==> src/rtl/vga_apb_master.sv <==
// APB requester: turns single-beat valid/ready commands into APB setup/access
// transfers and returns read data, slave error and timeout as a one-cycle response.
module vga_apb_master #(
    parameter int unsigned ADDR_WIDTH     = 12,
    parameter int unsigned DATA_WIDTH     = 32,
    parameter int unsigned TIMEOUT_CYCLES = 16
) (
    input  logic                  pclk,
    input  logic                  preset_n,
    input  logic                  cmd_valid,
    output logic                  cmd_ready,
    input  logic                  cmd_write,
    input  logic [ADDR_WIDTH-1:0] cmd_addr,
    input  logic [DATA_WIDTH-1:0] cmd_wdata,
    output logic                  rsp_valid,
    output logic [DATA_WIDTH-1:0] rsp_rdata,
    output logic                  rsp_err,
    output logic                  rsp_timeout,
    output logic                  psel,
    output logic                  penable,
    output logic                  pwrite,
    output logic [ADDR_WIDTH-1:0] paddr,
    output logic [DATA_WIDTH-1:0] pwdata,
    input  logic [DATA_WIDTH-1:0] prdata,
    input  logic                  pready,
    input  logic                  pslverr
);

    localparam int unsigned CNT_W   = (TIMEOUT_CYCLES == 0) ? 1 : $clog2(TIMEOUT_CYCLES + 1);
    // Saturation value; with timeout disabled the 1-bit counter just sticks at 1.
    localparam int unsigned CNT_MAX = (TIMEOUT_CYCLES == 0) ? 1 : TIMEOUT_CYCLES;
    localparam int unsigned CNT_HIT = (TIMEOUT_CYCLES == 0) ? 0 : TIMEOUT_CYCLES - 1;

    typedef enum logic [1:0] {
        IDLE   = 2'd0,
        SETUP  = 2'd1,
        ACCESS = 2'd2
    } state_t;

    state_t           state;
    logic [CNT_W-1:0] wait_cnt;
    logic             timeout_hit;

    assign cmd_ready = (state == IDLE);

    // The wait cycle that would bring the counter to TIMEOUT_CYCLES aborts the transfer.
    assign timeout_hit = (TIMEOUT_CYCLES != 0) && (wait_cnt == CNT_W'(CNT_HIT));

    always_ff @(posedge pclk or negedge preset_n) begin
        if (!preset_n) begin
            state       <= IDLE;
            wait_cnt    <= '0;
            psel        <= 1'b0;
            penable     <= 1'b0;
            pwrite      <= 1'b0;
            paddr       <= '0;
            pwdata      <= '0;
            rsp_valid   <= 1'b0;
            rsp_rdata   <= '0;
            rsp_err     <= 1'b0;
            rsp_timeout <= 1'b0;
        end else begin
            rsp_valid <= 1'b0;
            case (state)
                IDLE: begin
                    if (cmd_valid) begin
                        pwrite   <= cmd_write;
                        paddr    <= cmd_addr;
                        if (cmd_write) begin
                            pwdata <= cmd_wdata;
                        end
                        psel     <= 1'b1;
                        wait_cnt <= '0;
                        state    <= SETUP;
                    end
                end
                SETUP: begin
                    penable <= 1'b1;
                    state   <= ACCESS;
                end
                ACCESS: begin
                    if (pready) begin
                        psel        <= 1'b0;
                        penable     <= 1'b0;
                        state       <= IDLE;
                        rsp_valid   <= 1'b1;
                        rsp_err     <= pslverr;
                        rsp_timeout <= 1'b0;
                        rsp_rdata   <= (!pwrite && !pslverr) ? prdata : '0;
                    end else begin
                        if (wait_cnt != CNT_W'(CNT_MAX)) begin
                            wait_cnt <= wait_cnt + CNT_W'(1);
                        end
                        if (timeout_hit) begin
                            psel        <= 1'b0;
                            penable     <= 1'b0;
                            state       <= IDLE;
                            rsp_valid   <= 1'b1;
                            rsp_err     <= 1'b1;
                            rsp_timeout <= 1'b1;
                            rsp_rdata   <= '0;
                        end
                    end
                end
                default: begin
                    psel    <= 1'b0;
                    penable <= 1'b0;
                    state   <= IDLE;
                end
            endcase
        end
    end

endmodule

==> config.mk <==
export PLATFORM = sky130hd
export DESIGN_NAME = vga_apb_master
export DESIGN_NICKNAME = d
export VERILOG_FILES = /design/src/rtl/vga_apb_master.sv
export SDC_FILE = /design/constraint.sdc
export NUM_CORES = 1
export LEC_CHECK = 0
export CAP_MARGIN = 15
export CELL_PAD_IN_SITES_DETAIL_PLACEMENT = 0
export CELL_PAD_IN_SITES_GLOBAL_PLACEMENT = 2
export CORE_ASPECT_RATIO = 0.75
export CORE_UTILIZATION = 28
export CTS_CLUSTER_DIAMETER = 100
export DETAILED_ROUTE_END_ITERATION = 12
export GPL_TIMING_DRIVEN = 1
export PLACE_DENSITY = 0.83
export SLEW_MARGIN = 20
export SYNTH_ARGS = -nofsm -noshare
export SYNTH_HDL_FRONTEND = slang
export SYNTH_SLANG_ARGS = --single-unit
==> constraint.sdc <==
create_clock -name pclk -period 3.81 [get_ports pclk]
set_clock_uncertainty 0.2 [all_clocks]
set_input_delay 0.762 -clock pclk [delete_from_list [all_inputs] [get_ports pclk]]
set_output_delay 0.762 -clock pclk [all_outputs]
set_load 0.02 [all_outputs]
==> impl_metrics.csv <==
group,metric,value,unit
status,status,"finished clean",
clocking,clockBufferDepth,2,
clocking,tritoncts,"yes",
yosys,syn_nets,337,
routing,ant_nets,0,
routing,drc_errors,0,
yosys,syn_area_per_cell,14.12,um^2
floorplan,design.die.area,13160,um^2
setup_path,slowest_stage,"and2_4",
routing,wl,8.869,mm
power,power_leakage,2.503,nW
setup_path,cp_num_buf_inv,2,
setup_path,critical_path.max_fanout,33,
setup_path,path_class,"in2reg",
floorplan,core,12350,um^2
clocking,cts_resized,0,
flow_run,maxCapViolCount,0,
clocking,cts-hold-fix-buffers,0,
yosys,yosysTopAreaCellShare,62.61,%
yosys,synth_ff_type,"dfrtp_1",
setup_path,crit_family,"simple AND/OR/NAND/NOR gates",
yosys,ys_seq_area_share,62.61,%
place,dp_hpwl,6.143,mm
cells_and_area,fill_cells,1124,
sta,hold_violations,0,
yosys,synth_area_leader_cell,"dfrtp_1",
routing,routedWlPerCell,15.06,um
routing,drtIter0Drc,126,
sta,slew_violations,0,
sta,finalCritPeriodShare,72.29,%
yosys,syn-cell-area,3557,um^2
power,power_density,861.0,nW/um^2
global_route,grt_overflow_total,0,
setup_path,crit_chain,"clkdlybuf4s50_1 -> or3b_1 -> clkinv_4 -> and2_4 -> mux2_2",
cells_and_area,nNetsFinal,503,
sta,setup_violations,0,
cells_and_area,ff_latch_area,2227,um^2
clocking,insertion_delay,340,ps
clocking,postCtsSetupBuffers,0,
routing,first_pass_iters,4,
cells_and_area,drive_gt1_share,13.95,%
cells_and_area,final_util,45.78,%
floorplan,io-pin-count,165,
floorplan,die_y,99.61,um
global_route,grt_pass1_vias,2632,
cells_and_area,instances_no_fill,589,
yosys,synthTopCellsByArea,"dfrtp_1 63%, mux2_4 12%, a22o_1 7.9%",
sta,whs,58.86,ps
clocking,clockRootBuffer,"clkbuf_16",
yosys,synthCells,252,
setup_path,endpoint_kind,"flip-flop",
place,place_inst,573,
clocking,cts-htree-levels,3,
cells_and_area,multi_input_area,1181,um^2
floorplan,fp-row-count,35,
sta,worst_pin_slew,611.2,ps
yosys,synth_edf_count,0,
setup_path,crit_path_max_incr_delay,560,ps
global_route,antenna_found_initial,0,
cells_and_area,syn_to_final_growth,58.92,%
power,vdd_drop_max,0.3206,mV
yosys,ys_warn_count,0,
setup_path,crit_arrival,2780,ps
sta,finalSetupTns,0,ps
global_route,track_usage,14.36,%
floorplan,initial_core_util,28.80,%
cells_and_area,antenna_cells,0,
min_path,min_path_type,"in2async",
clocking,cts-buffers-inserted,9,
clocking,clkTransAtPathRegs,70,ps
routing,routed_via_density,4.402,
sta,fin_crit,2754,ps
sta,rsz0062_at_grt,"false",
yosys,ys_types,33,
clocking,clkSinkCount,89,
sta,slew_headroom,59.25,%
yosys,ys_seq_elements,89,
routing,vias,2593,
global_route,grt_pass1_wl,14.48,mm
yosys,synthArstFlopShare,100.0,%
place,gp_congestion,0.7875,
floorplan,die_w,132.2,um
global_route,grt_max_degree,41,
sta,max_freq,0.3631,GHz
setup_path,worstPathRequired,3840,ps
place,io_buffer_count,164,
setup_path,startpoint_type,"primary input",
worst reg2reg max path, stage by stage (launching register included):
cell and delay [ps]:
dfrtp_1 450, or3b_1 460, clkinv_4 150, and2_4 570, mux2_2 420
per-layer routing:
| layer | vias to the layer above | GRT usage, % | wire length [um] |
|---|---|---|---|
| met5 | - | 0 | 0 |
| met4 | 0 | 4.562 | 78 |
| met3 | 10 | 6.269 | 793 |
| met2 | 119 | 19.74 | 3558 |
| met1 | 1249 | 20.01 | 4439 |
| li1 | 1215 | - | - |
synthesized netlist by cell type (all sizes together), types with 2 or more instances:
library cell	number
mux2i	3
inv	7
o2bb2ai	2
dfrtp	89
clkbuf	8
nor2b	2
mux2	33
nand2	40
a21oi	3
buf	6
a22o	32
o21ai	3
ha	3
nor2	6
where the power goes:
group          total (W)  switching, W  internal [W]
logic            0.00225       0.00103       0.00122
registers        0.00165      0.000271       0.00138
clock network   0.000972      0.000391      0.000581
total            0.00487       0.00169       0.00318
state kept, by name, summed over array words and instances, names as in the netlist:
signal	count
pwdata	32
rsp_rdata	32
paddr	12
wait_cnt	5
state	2
penable	1
psel	1
pwrite	1
rsp_err	1
rsp_timeout	1
rsp_valid	1
cells in the final DEF (no fill, tap or decap), drive strengths merged, types with 2 or more instances in the layout:
cell / instances
clkbuf: 9
clkinv: 4
inv: 9
dfrtp: 89
clkdlybuf4s50: 163
buf: 6
a22o: 32
o2bb2ai: 2
mux2: 33
o21ai: 3
mux2i: 3
ha: 3
nor2: 6
bufinv: 2
nand2: 40
a21oi: 3
nor2b: 2
final cells by class:
type	instances	share of cell area [%]
sequential	89	39.40
multi-input combinational	141	20.89
clock inverter	7	1.771
tap	166	3.674
timing repair buffer	169	29.66
clock buffer	9	3.984
inverter	8	0.6197
per-stage QoR:
stage | power (W) | setup WS [ps] | cell area [um^2]
final | 0.004867 | 1056 | 5653
after global routing | 0.005147 | 962.1 | 5653
after CTS | 0.004932 | 1025 | 5653
after detailed placement | 0.003921 | 659.3 | 5328
after global placement | 0.003896 | 701.1 | 5328
after floorplan | 0.002827 | 1512 | 3557
logic make-up (layout without fill, tap and decap cells):
logic type / count (synthesis) / count (layout) / synth area share, %
AO/OA/AOI/OAI: 45 / 45 / 10.34
buffers and inverters: 22 / 193 / 4.538
AND/OR/NAND/NOR: 57 / 57 / 7.105
flip-flops: 89 / 89 / 62.61
adder cells (fa/ha/maj): 3 / 3 / 1.055
multiplexers: 36 / 36 / 14.35
path summary, 6_finish.rpt:
check,slack [ps],from,cells past startpoint,endpoint
max in group asynchronous,2590,preset_n,2,wait_cnt[3]$_DFFE_PN0P_
hold / removal,60,preset_n,1,pwdata[19]$_DFFE_PN0P_
hold reg to reg,270,paddr[7]$_DFFE_PN0N_,2,paddr[7]$_DFFE_PN0N_
setup / recovery,1060,cmd_valid,5,pwdata[28]$_DFFE_PN0P_
min in group pclk,270,paddr[7]$_DFFE_PN0N_,2,paddr[7]$_DFFE_PN0N_
setup reg to reg,1460,state[1]$_DFFE_PN0P_,4,pwdata[28]$_DFFE_PN0P_
(Power assumes the default switching activity.)
